==> src/rtl/n8_pkg.sv <==
// Shared definitions for the N8 pad scanner: button order, scan FSM states,
// default timing constants and a frame-length helper.
package n8_pkg;

  localparam int unsigned NUM_BTNS = 8;

  // Serial bit order as shifted out of an N8 controller.
  typedef enum logic [2:0] {
    BTN_A      = 3'd0,
    BTN_B      = 3'd1,
    BTN_SELECT = 3'd2,
    BTN_START  = 3'd3,
    BTN_UP     = 3'd4,
    BTN_DOWN   = 3'd5,
    BTN_LEFT   = 3'd6,
    BTN_RIGHT  = 3'd7
  } btn_e;

  typedef enum logic [2:0] {
    IDLE,
    LATCH,
    SETTLE,
    PULSE,
    DONE
  } scan_state_e;

  localparam int unsigned  DEF_POLL_CYC     = 833_333;
  localparam int unsigned  DEF_HALF_CYC     = 300;
  localparam int unsigned  DEF_REPEAT_DELAY = 20;
  localparam int unsigned  DEF_REPEAT_RATE  = 6;
  localparam logic [7:0]   DEF_REPEAT_MASK  = 8'hF0;

  // Cycles from first latch-high cycle through the DONE cycle.
  function automatic int unsigned frame_len(input int unsigned half_cyc);
    return 18 * half_cyc + 1;
  endfunction

endpackage

==> src/rtl/n8_repeat_ctr.sv <==
// Held-frame counter for one auto-repeating button. Counts frames while the
// button is held and flags the first repeat at REPEAT_DELAY and every
// REPEAT_RATE frames after that.
module n8_repeat_ctr #(
  parameter int unsigned REPEAT_DELAY = 20,
  parameter int unsigned REPEAT_RATE  = 6
) (
  input  logic clk,
  input  logic reset_n,
  input  logic frame_en,
  input  logic held,
  output logic fire
);

  localparam int unsigned CAP = REPEAT_DELAY + REPEAT_RATE;
  localparam int unsigned CW  = $clog2(CAP + 1);

  logic [CW-1:0] cnt_q, cnt_d, cnt_inc;

  // Saturating increment, event decode and reload; counting CAP loops back to
  // REPEAT_DELAY so later events recur every REPEAT_RATE frames without wrap.
  always_comb begin
    cnt_d   = cnt_q;
    cnt_inc = (cnt_q >= CW'(CAP)) ? CW'(CAP) : cnt_q + 1'b1;
    fire    = held && ((cnt_inc == CW'(REPEAT_DELAY)) || (cnt_inc == CW'(CAP)));
    if (frame_en) begin
      if (!held) begin
        cnt_d = '0;
      end else if (cnt_inc == CW'(CAP)) begin
        cnt_d = CW'(REPEAT_DELAY);
      end else begin
        cnt_d = cnt_inc;
      end
    end
  end

  // Counter register with synchronous active-low reset.
  always_ff @(posedge clk) begin
    if (!reset_n) begin
      cnt_q <= '0;
    end else begin
      cnt_q <= cnt_d;
    end
  end

endmodule

==> src/rtl/n8_pad_scanner.sv <==
// Polls NUM_PADS N8 controllers over a shared latch/pulse pair once per poll
// frame, publishing held levels plus one-cycle press/auto-repeat events.
module n8_pad_scanner
  import n8_pkg::*;
#(
  parameter int unsigned NUM_PADS     = 2,
  parameter int unsigned POLL_CYC     = DEF_POLL_CYC,
  parameter int unsigned HALF_CYC     = DEF_HALF_CYC,
  parameter int unsigned REPEAT_DELAY = DEF_REPEAT_DELAY,
  parameter int unsigned REPEAT_RATE  = DEF_REPEAT_RATE,
  parameter logic [7:0]  REPEAT_MASK  = DEF_REPEAT_MASK
) (
  input  logic                  clk,
  input  logic                  reset_n,
  input  logic [NUM_PADS-1:0]   data_in,
  output logic                  latch,
  output logic                  pulse,
  output logic [NUM_PADS*8-1:0] buttons,
  output logic [NUM_PADS*8-1:0] press,
  output logic                  frame_valid
);

  localparam int unsigned NB  = NUM_PADS * NUM_BTNS;
  localparam int unsigned PHW = $clog2(2 * HALF_CYC);
  localparam int unsigned PCW = (POLL_CYC > 1) ? $clog2(POLL_CYC) : 1;

  if (frame_len(HALF_CYC) >= POLL_CYC) begin : g_bad_timing
    $error("n8_pad_scanner: scan frame does not fit in poll period");
  end
  if (NUM_PADS < 1 || NUM_PADS > 4) begin : g_bad_pads
    $error("n8_pad_scanner: NUM_PADS must be 1..4");
  end

  scan_state_e    state_q, state_d;
  logic [PHW-1:0] phase_q, phase_d;
  logic [2:0]     bit_q, bit_d;
  logic [PCW-1:0] poll_q, poll_d;
  logic [NB-1:0]  shift_q, shift_d;
  logic [NB-1:0]  buttons_q, buttons_d;
  logic [NB-1:0]  press_q, press_d;
  logic           latch_q, latch_d;
  logic           pulse_q, pulse_d;
  logic           fv_q, fv_d;
  logic           commit;
  logic [NB-1:0]  rep_fire;

  // Scan sequencer and poll counter: next state, phase/bit tracking, sampling.
  always_comb begin
    state_d = state_q;
    phase_d = phase_q;
    bit_d   = bit_q;
    shift_d = shift_q;
    poll_d  = (poll_q == PCW'(POLL_CYC - 1)) ? '0 : poll_q + 1'b1;

    unique case (state_q)
      IDLE: begin
        if (poll_q == '0) begin
          state_d = LATCH;
          phase_d = '0;
        end
      end
      LATCH: begin
        if (phase_q == PHW'(2 * HALF_CYC - 1)) begin
          state_d = SETTLE;
          phase_d = '0;
          bit_d   = '0;
        end else begin
          phase_d = phase_q + 1'b1;
        end
      end
      SETTLE: begin
        if (phase_q == PHW'(HALF_CYC - 1)) begin
          state_d = PULSE;
          phase_d = '0;
          for (int unsigned p = 0; p < NUM_PADS; p++) begin
            shift_d[p * NUM_BTNS + 32'(bit_q)] = ~data_in[p];
          end
        end else begin
          phase_d = phase_q + 1'b1;
        end
      end
      PULSE: begin
        if (phase_q == PHW'(HALF_CYC - 1)) begin
          phase_d = '0;
          if (bit_q == 3'(BTN_RIGHT)) begin
            state_d = DONE;
          end else begin
            bit_d   = bit_q + 1'b1;
            state_d = SETTLE;
          end
        end else begin
          phase_d = phase_q + 1'b1;
        end
      end
      DONE: begin
        state_d = IDLE;
      end
      default: begin
        state_d = IDLE;
      end
    endcase
  end

  // Registered outputs decoded from the next state so the pad lines never glitch;
  // the frame commits on the single edge that enters DONE.
  always_comb begin
    commit    = (state_d == DONE);
    latch_d   = (state_d == LATCH);
    pulse_d   = (state_d == PULSE);
    fv_d      = commit;
    buttons_d = buttons_q;
    press_d   = '0;
    if (commit) begin
      buttons_d = shift_q;
      press_d   = (shift_q & ~buttons_q) | rep_fire;
    end
  end

  // Per-pad, per-button repeat counters on auto-repeating buttons only.
  for (genvar p = 0; p < NUM_PADS; p++) begin : g_pad
    for (genvar b = 0; b < NUM_BTNS; b++) begin : g_btn
      if (REPEAT_MASK[b]) begin : g_rep
        n8_repeat_ctr #(
          .REPEAT_DELAY (REPEAT_DELAY),
          .REPEAT_RATE  (REPEAT_RATE)
        ) u_ctr (
          .clk      (clk),
          .reset_n  (reset_n),
          .frame_en (commit),
          .held     (shift_q[p * NUM_BTNS + b]),
          .fire     (rep_fire[p * NUM_BTNS + b])
        );
      end else begin : g_norep
        assign rep_fire[p * NUM_BTNS + b] = 1'b0;
      end
    end
  end

  // State and output registers with synchronous active-low reset.
  always_ff @(posedge clk) begin
    if (!reset_n) begin
      state_q   <= IDLE;
      phase_q   <= '0;
      bit_q     <= '0;
      poll_q    <= '0;
      shift_q   <= '0;
      buttons_q <= '0;
      press_q   <= '0;
      latch_q   <= 1'b0;
      pulse_q   <= 1'b0;
      fv_q      <= 1'b0;
    end else begin
      state_q   <= state_d;
      phase_q   <= phase_d;
      bit_q     <= bit_d;
      poll_q    <= poll_d;
      shift_q   <= shift_d;
      buttons_q <= buttons_d;
      press_q   <= press_d;
      latch_q   <= latch_d;
      pulse_q   <= pulse_d;
      fv_q      <= fv_d;
    end
  end

  assign latch       = latch_q;
  assign pulse       = pulse_q;
  assign buttons     = buttons_q;
  assign press       = press_q;
  assign frame_valid = fv_q;

endmodule

==> config.mk <==
export PLATFORM = sky130hd
export DESIGN_NAME = n8_pad_scanner
export DESIGN_NICKNAME = d
export VERILOG_FILES = /design/src/rtl/n8_pkg.sv /design/src/rtl/n8_repeat_ctr.sv /design/src/rtl/n8_pad_scanner.sv
export SDC_FILE = /design/constraint.sdc
export NUM_CORES = 1
export LEC_CHECK = 0
export CAP_MARGIN = 20
export CORE_UTILIZATION = 31
export CTS_CLUSTER_SIZE = 14
export DETAILED_ROUTE_END_ITERATION = 12
export GPL_ROUTABILITY_DRIVEN = 0
export GPL_TIMING_DRIVEN = 0
export PLACE_DENSITY = 0.45
export SYNTH_ARGS = -nofsm -noshare
export SYNTH_HDL_FRONTEND = slang
export SYNTH_SLANG_ARGS = --single-unit
==> constraint.sdc <==
create_clock -name clk -period 4.53 [get_ports clk]
set_input_delay 0.906 -clock clk [delete_from_list [all_inputs] [get_ports clk]]
set_output_delay 0.906 -clock clk [all_outputs]
set_load 0.02 [all_outputs]
# [Yosys cells after proc, flatten, opt, wreduce, memory -nomap -nowiden]
# Index checks and enable logic that the tools add are counted.
[totals] mem_bits_ro=0 wordCells=150 out_inout_bits=35 n_memories=0 regBits=127 inputBits=4 latch_bits=0 ram_bits=0
[op_classes] n_div=0 bitwise=6 n_shift=0 reduce_logical=28 n_lt_le_gt_ge=12 mul=0 n_eq_ne=30 addsub=12 n_mux=44
[ops] operator="2-to-1 mux 5 bit" count=24
[ops] operator="== test 5 bit, second input constant" count=16
[ops] operator="adder 5 x 1 -> 5 bit, second input constant" count=8
[ops] operator="greater-or-equal comparator 5 bit, second input constant" count=8
[ops] operator="bitwise mux 16 bit" count=2
[ops] operator="2-to-1 mux 10 bit" count=3
[ops] operator="one-hot mux 10 bit (3 select lines)" count=1
[ops] operator="2-to-1 mux 3 bit" count=8
[ops] operator="adder 20 x 1 -> 20 bit, second input constant" count=1
[ops] operator="== test 20 bit, second input constant" count=1
[ops] operator="logical NOT 20 bit" count=1
[ops] operator="AND 16 bit" count=1
[ops] operator="NOT 16 bit" count=1
[ops] operator="bitwise OR 16 bit" count=1
[ops] operator="one-hot mux 3 bit (4 select lines)" count=1
[ops] operator="adder 10 x 1 -> 10 bit, second input constant" count=1
[ops] operator="== test 10 bit, second input constant" count=1
[ops] operator="== test 10 x 9 -> 1 bit, second input constant" count=1
[ops] operator="logical AND 1 bit" count=10
[ops] operator="== test 3 x 2 -> 1 bit, second input constant" count=3
[ops] operator="logical OR 1 bit" count=8
[ops] operator="inequality test 2 bit, second input constant" count=4
[ops] operator="== test 3 x 1 -> 1 bit, second input constant" count=2
[ops] operator="== test 3 bit, second input constant" count=2
[ops] operator="other kinds (17)" count=23

# [Logic depth before layout (Yosys ltp)]
# Gate-level depths: netlist (run 1).
[logic_depth] ltp_word=6 mapped_depth=9

# [Modules after synthesis]
# Synthesis (run 1) repeated with hierarchy kept, for this count alone.
[unflattened] cells_unflattened=803 hier_area_um2=6912.9
[by_module_without_submodules] module="n8_pad_scanner" n_inst=1 seq_area_each_um2=1741.7 area_each_um2=3609.7 cells_per_inst=411
[by_module_without_submodules] module="n8_repeat_ctr" n_inst=8 seq_area_each_um2=100.1 area_each_um2=412.9 cells_per_inst=49

# [Worst setup path before layout (run 1)]
# No wires, ideal clock.
[synth_timing] path_kind="input port to flip-flop" startpoint="in reset_n" endpoint="reg phase_q[8]" cell_stages=6 setup_slack_ns=2.435 arrival_time_ns=2.013 path_cell_list="inv_1 or2_2 o32a_2 buf_2 or3_1 o221ai_1"
[synth_lines] item="start: declaration" line="n8_pad_scanner.sv:14" rtl="input logic reset_n,"
[synth_lines] item="end signal: assignment" line="n8_pad_scanner.sv:154" rtl="phase_q <= phase_d;"
[synth_lines] item="end: declaration" line="n8_pad_scanner.sv:35" rtl="logic [PHW-1:0] phase_q, phase_d;"

==> impl_results.md, run 1 <==
- Area share of and/or/nand/nor cells after synthesis: 0.2606
- Complex-gate fraction of the synthesized area: 0.1434
- Worst hold margin: 0.4285 ns
- Average vias per placed instance: 4.957
- Share of async-settable or async-resettable flops after synthesis: 0
- Register bit count reported by yosys: 127
- Top sig layer: met4
- Maximum count of clock buffers along a single path: 2
- Xor-xnor portion of the synthesized cell area: 0.03535
- FP Rows: 51
- Setup ws final: 1.824 ns
- Largest net degree at the start of global routing: 17
- Antenna violations before repair: 0
- Count of buffers added by post-CTS timing repair for setup: 0
- Library cell used as clock root buffer: sky130_fd_sc_hd__clkbuf_16
- Fin nets: 799
- Number of design-rule violations left by the first detailed-router iteration: 197
- Final Critical Period: 2.706 ns
- Detailed-routed wire length on met2: 6.783 mm
- Worst min-delay path category: reg -> reg
- Multiplexer fraction of the synthesized cell area: 0.06949
- Met3 routed wirelength: 514 um
- Share of the clock period used by the worst path: 0.5973
- Number of cells upsized or downsized after cts: 0
- Final non-filler cell area: 0.007566 mm^2
- Starting density of the core: 0.3172
- Count of warnings emitted by yosys: 0
- Critical path type: in -> reg
- Cell Chain, Critical Path: clkdlybuf4s50_1 > inv_1 > a31oi_2 > clkbuf_1 > nand2_1 > nand2_1
- Post-DRT Antenna Nets: 0
- EDFF count, synth: 0
- Clock latency of the later-clocked register in the worst-skew pair: 0.41 ns
- Sum of routed wire length over all layers: 14.60 mm
- Most used DFF post-synth: sky130_fd_sc_hd__dfxtp_1
- Cell family with the largest share of critical-path delay: buffers and inverters
- Clock skew after layout: 0.009506 ns
- Total power per unit cell area: 357.7 mW/mm^2
- Clock transition at the registers of the reported paths: 0.06 ns
- Via count of the first global-routing pass: 5123
- Endpoint kind of the worst setup timing path: flop
- Cell taking the most area after synthesis: sky130_fd_sc_hd__dfxtp_1
- Syn Nets: 741
- Post-synthesis adder-cell area fraction: 0.04242
- GRT Residual Overflow: 0
- Detailed placer's ending HPWL: 10.43 mm
- Dominant combinational cell family by area after synthesis: simple AND/OR/NAND/NOR gates
- Total count of hold-check failures in the final report: 0
- Summed instance area of the synthesized netlist: 0.006193 mm^2
- Number of port buffers: 38
- Setup WS pre-CTS: 1.316 ns
- Final TNS setup: 0 ns
- Outcome: finished, final reports clean
- Relative slew slack: 0.2849
- Placement-stage cell area: 0.006913 mm^2
- Post-Route M1 WL: 7.101 mm
- Number of inserted diodes: 0
- IR drop worst, VDD: 0.0002513 V
- CP Launch Type: input pin
- Number of cells produced by synthesis: 716
- Buffers plus inverters on the worst setup path: 3
- Highest clock frequency the design can meet: 369.6 MHz
- Sinks on Clock Net: 127
- Router iterations before antenna repair: 4
- Number of buffers inserted for hold repair after clock tree synthesis: 0
- Floorplan Core Area: 0.01953 mm^2
- Cell types with the largest area share after synthesis: sky130_fd_sc_hd__dfxtp_1 (41%), sky130_fd_sc_hd__nand2_1 (7.7%), sky130_fd_sc_hd__mux2i_1 (5.5%)
- Clock tree from TritonCTS: built
- Count of pins over their slew limit: 0
- Drt drc: 0
- Vertical die dimension: 143.3 um
- Post-DR wirelength/cell: 13.88 um
- Vias: 5215
- Delay contributed by the slowest stage of the critical path: 0.66 ns
- Horizontal die dimension: 143.3 um
- Library cells used by synthesis: 64
- Total routing usage reported by global routing: 0.1544
- Area enclosed by the die boundary: 0.02055 mm^2
- Global-route wire length before repair: 24.85 mm
- Endpoint arrival time on the critical path: 3.06 ns
- Post-synthesis area per instance: 8.650 um^2
- Cell with the most instances on the worst path: sky130_fd_sc_hd__nand2_1
- Worst EP required: 4.88 ns
- H-tree depth reported by CTS: 4
- Cell leakage power: 2.956 nW
- Area share of the largest cell type after synthesis: 0.4105
- I/O pin total: 39
- Library cell contributing the largest single delay on the critical path: sky130_fd_sc_hd__clkbuf_1
- Unrepaired setup endpoints after global routing: false
- Cts bufs inserted: 17
- Worst Path Max Fanout: 10
- Seq/Total Area, Yosys: 0.4105
- Share of final-layout standard cells stronger than drive strength 1: 0.08513
- Layout area overhead: 22.16%
- Slew at the pin closest to its max-slew limit: 1.059 ns
- Final Setup Violations: 0
- MaxCap Viol Count: 0
[layout by cell type, fill, tap and decap left out, types with 17 or more instances in the layout]
cell type                         instances
sky130_fd_sc_hd__mux2i_1                 34
sky130_fd_sc_hd__nand3_1                 40
sky130_fd_sc_hd__o21ai_0                 32
sky130_fd_sc_hd__ha_1                    21
sky130_fd_sc_hd__nand2b_1                17
sky130_fd_sc_hd__dfxtp_1                127
sky130_fd_sc_hd__nand2_1                127
sky130_fd_sc_hd__clkdlybuf4s50_1         38
sky130_fd_sc_hd__nor2_1                  45
sky130_fd_sc_hd__clkbuf_16               17
sky130_fd_sc_hd__inv_1                   22
[per-stage QoR]
stage	std cells	total power [mW]	utilization
6_report	1052	2.706	0.3875
3_3_place_gp	1019	1.238	0.3536
2_1_floorplan	716	1.208	-
3_5_place_dp	1020	1.239	0.3540
4_1_cts	1052	2.751	0.3875
5_1_grt	1052	2.813	0.3875
[kinds of logic (layout without fill, tap and decap cells)]
logic type      Yosys count  in the layout
simple gates            326            326
flops                   127            127
compound gates          126            126
buf+inv                  49            120
mux                      42             42
xor+xnor                 25             25
fa+ha+maj                21             21
[state kept, by name (all words and copies together) (netlist names)]
name	count
bit_q	3
buttons	16
frame_valid	1
g_pad.g_btn.g_rep.u_ctr.cnt_q	40
latch	1
phase_q	10
poll_q	20
press	16
pulse	1
shift_q	16
state_q	3
[cell usage after synthesis (all sizes together), types with 4 or more instances]
cell type	number
dfxtp	127
nand2	127
nor2	45
nand3	40
mux2i	34
o21ai	33
inv	22
ha	21
nand2b	17
and3	15
clkbuf	15
a21oi	14
nand3b	13
xor2	13
a31oi	12
xnor2	12
and2	11
buf	11
nor2b	10
o211ai	9
or2	9
mux2	8
nand4	8
o311ai	8
nor3	7
o22ai	7
o31ai	7
or3	7
nor4	6
a21o	5
a211o	4
nor3b	4
nor4b	4
o2bb2ai	4
[where the power goes]
group / leakage [nW] / switching [mW] / internal, mW
clock network: 0.309 / 0.498 / 0.996
logic: 1.62 / 0.0528 / 0.0289
registers: 1.02 / 0.00724 / 1.12
[worst reg2reg max path, cell delays in order, from the launching register on]
cell and delay [ns]:
sky130_fd_sc_hd__dfxtp_1 0.45, sky130_fd_sc_hd__and4bb_2 0.28, sky130_fd_sc_hd__and3_1 0.17, sky130_fd_sc_hd__buf_6 0.14
sky130_fd_sc_hd__a31oi_2 0.50, sky130_fd_sc_hd__clkbuf_1 0.66, sky130_fd_sc_hd__nand2_1 0.11, sky130_fd_sc_hd__nand2_1 0.09
[area by class of cell]
class | instances | area [um^2]
repair buffers | 39 | 387.9
inverters | 22 | 82.58
fillers | 2034 | 11960
well taps | 265 | 331.6
clock inverters | 8 | 151.4
flip-flops and latches | 127 | 2542
plain buffers | 27 | 153.9
multi-input cells | 540 | 3415
clock buffers | 24 | 501.7
[routing by layer]
layer / global-route usage / vias to the layer above
met1: 0.1991 / 2464
met4: 0.05319 / 0
met3: 0.03665 / 17
met2: 0.2516 / 80
li1: - / 2654
met5: 0 / -
[final timing paths]
check	depth (start not counted)	end	startpoint	slack, ns
setup / recovery	6	buttons[6]$_SDFFE_PN0N_	reset_n	1.82
hold / removal	1	press[1]$_SDFF_PN0_	buttons[1]$_SDFFE_PN0N_	0.43
hold reg to reg	1	press[1]$_SDFF_PN0_	buttons[1]$_SDFFE_PN0N_	0.43
setup reg to reg	7	buttons[6]$_SDFFE_PN0N_	phase_q[7]$_SDFFE_PN0P_	2.07
(Power assumes the default switching activity.)
==> run 2: changes to the inputs <==
- clock period: 4.53 -> 2.65 ns (I/O delays scaled with it)
==> run 2 against run 1 <==
Combinational power increased by 74%. Non-clock buffer count did not move. Die area stayed put. Largest power group unchanged. Core utilization grew 0.058 points.
==> impl_results.md, run 2 (same netlist as run 1, synthesis figures left out) <==
- Outcome: finished, final reports clean
- Clock transition at the registers of the reported paths: 0.06 ns
- Total count of hold-check failures in the final report: 0
- Sinks on Clock Net: 127
- Delay contributed by the slowest stage of the critical path: 0.80 ns
- Router iterations before antenna repair: 4
- FP Rows: 51
- MaxCap Viol Count: 0
- Number of flip-flops in the largest register: 40
- Relative slew slack: 0.3348
- Count of pins over their slew limit: 0
- IR drop worst, VDD: 0.0004305 V
- Layout area overhead: 22.34%
- Post-DRT Antenna Nets: 0
- Worst min-delay path category: reg -> reg
- Total power per unit cell area: 611.5 mW/mm^2
- Endpoint arrival time on the critical path: 2.66 ns
- Count of buffers added by post-CTS timing repair for setup: 0
- Total Power Consumption: 4.633 mW
- Cell leakage power: 2.966 nW
- Antenna violations before repair: 0
- Final Critical Period: 2.354 ns
- Number of design-rule violations left by the first detailed-router iteration: 204
- CP Launch Type: flop
- Final TNS setup: 0 ns
- Library cell used as clock root buffer: sky130_fd_sc_hd__clkbuf_16
- H-tree depth reported by CTS: 4
- Cell Chain, Critical Path: inv_1 > ha_1 > o311ai_0 > o21ai_0 > o211ai_1 > a21oi_1 > a221o_1
- Number of buffers inserted for hold repair after clock tree synthesis: 0
- Unrepaired setup endpoints after global routing: false
- Cts bufs inserted: 17
- Largest net degree at the start of global routing: 17
- Fin nets: 799
- Number of inserted diodes: 0
- Largest registers: g_pad.g_btn.g_rep.u_ctr.cnt_q (40), poll_q (20)
- Highest clock frequency the design can meet: 424.8 MHz
- Vertical die dimension: 143.3 um
- Detailed placer's ending HPWL: 10.43 mm
- Register with the most flip-flops: g_pad.g_btn.g_rep.u_ctr.cnt_q
- Drt drc: 0
- GRT Residual Overflow: 0
- Worst EP required: 2.95 ns
- Worst Path Max Fanout: 6
- Slew at the pin closest to its max-slew limit: 0.9853 ns
- Total routing usage reported by global routing: 0.1544
- Leading cell types in the layout, fill and taps excluded: sky130_fd_sc_hd__nand2_1 (127), sky130_fd_sc_hd__dfxtp_1 (127), sky130_fd_sc_hd__nor2_1 (45), sky130_fd_sc_hd__nand3_1 (40), sky130_fd_sc_hd__clkdlybuf4s50_1 (38)
- Vias: 5204
- Horizontal die dimension: 143.3 um
- Share of the clock period used by the worst path: 0.8884
- Sum of routed wire length over all layers: 14.64 mm
- Clock skew after layout: 0.008445 ns
- Via count of the first global-routing pass: 5123
- Area enclosed by the die boundary: 0.02055 mm^2
- Floorplan Core Area: 0.01953 mm^2
- Share of final-layout standard cells stronger than drive strength 1: 0.09022
- Critical path type: reg -> reg
- I/O pin total: 39
- Library cell contributing the largest single delay on the critical path: sky130_fd_sc_hd__o311ai_0
- Clock tree from TritonCTS: built
- Endpoint kind of the worst setup timing path: flop
- Setup WS pre-CTS: -0.1880 ns
- Number of cells upsized or downsized after cts: 0
- Setup ws final: 0.2958 ns
- Starting density of the core: 0.3172
- Number of port buffers: 38
- Final Setup Violations: 0
- Global-route wire length before repair: 24.85 mm
- Maximum count of clock buffers along a single path: 2
- Post-DR wirelength/cell: 13.92 um
- Clock latency of the later-clocked register in the worst-skew pair: 0.41 ns
- Average vias per placed instance: 4.947
-- run 2: cell counts in the layout (fill, tap and decap cells not counted) --
No cell type changed its count.
-- run 2: report_power, final --
group	total, mW	internal [mW]	switching (mW)
Clock	2.56	1.70	0.855
Combinational	0.142	0.0505	0.0917
Sequential	1.93	1.92	0.0123
Total	4.63	3.67	0.959
-- run 2: stage by stage --
step	hold WS (ns)	cell area (um^2)	util	instances
detailed placement	0.4298	6913	0.3540	1020
CTS	0.4343	7566	0.3875	1052
global placement	0.4213	6905	0.3536	1019
global route	0.4587	7577	0.3881	1052
finish	0.4289	7577	0.3881	1052
floorplan	0.4325	6193	-	716
-- run 2: area by class of cell --
| cell class | count | area, um^2 |
|---|---|---|
| fillers | 2031 | 11950 |
| multi-input cells | 540 | 3422 |
| flip-flops and latches | 127 | 2542 |
| clock buffers | 24 | 501.7 |
| repair buffers | 39 | 387.9 |
| well taps | 265 | 331.6 |
| plain buffers | 27 | 157.7 |
| clock inverters | 8 | 151.4 |
| inverters | 22 | 82.58 |
-- run 2: critical path, delay by kind of cell (launching register included) --
kind | cells | cell delay, ns
AOI/OAI and AO/OA | 5 | 1.54
adders and majority gates | 1 | 0.20
buffers and inverters | 1 | 0.10
DFF | 1 | 0.40
-- run 2: layer usage --
metal | GRT usage | routed length, um | vias to the layer above
met3 | 0.03665 | 524 | 18
li1 | - | - | 2655
met1 | 0.1991 | 7166 | 2448
met4 | 0.05319 | 224 | 0
met2 | 0.2516 | 6725 | 83
met5 | 0 | 0 | -
-- run 2: final timing paths --
path	start	to	slack [ns]	depth (start not counted)
hold / removal	buttons[1]$_SDFFE_PN0N_	press[1]$_SDFF_PN0_	0.43	1
hold reg to reg	buttons[1]$_SDFFE_PN0N_	press[1]$_SDFF_PN0_	0.43	1
setup / recovery	g_pad[1].g_btn[5].g_rep.u_ctr.cnt_q[0]$_SDFFE_PN0N_	g_pad[1].g_btn[5].g_rep.u_ctr.cnt_q[2]$_SDFFE_PN0N_	0.30	7
setup reg to reg	g_pad[1].g_btn[5].g_rep.u_ctr.cnt_q[0]$_SDFFE_PN0N_	g_pad[1].g_btn[5].g_rep.u_ctr.cnt_q[2]$_SDFFE_PN0N_	0.30	7
==> run 3: changes to the inputs <==
- CTS_CLUSTER_DIAMETER: default -> 100
==> results of run 3 <==
Final layout, timing and power as in run 2 (identical DEF).
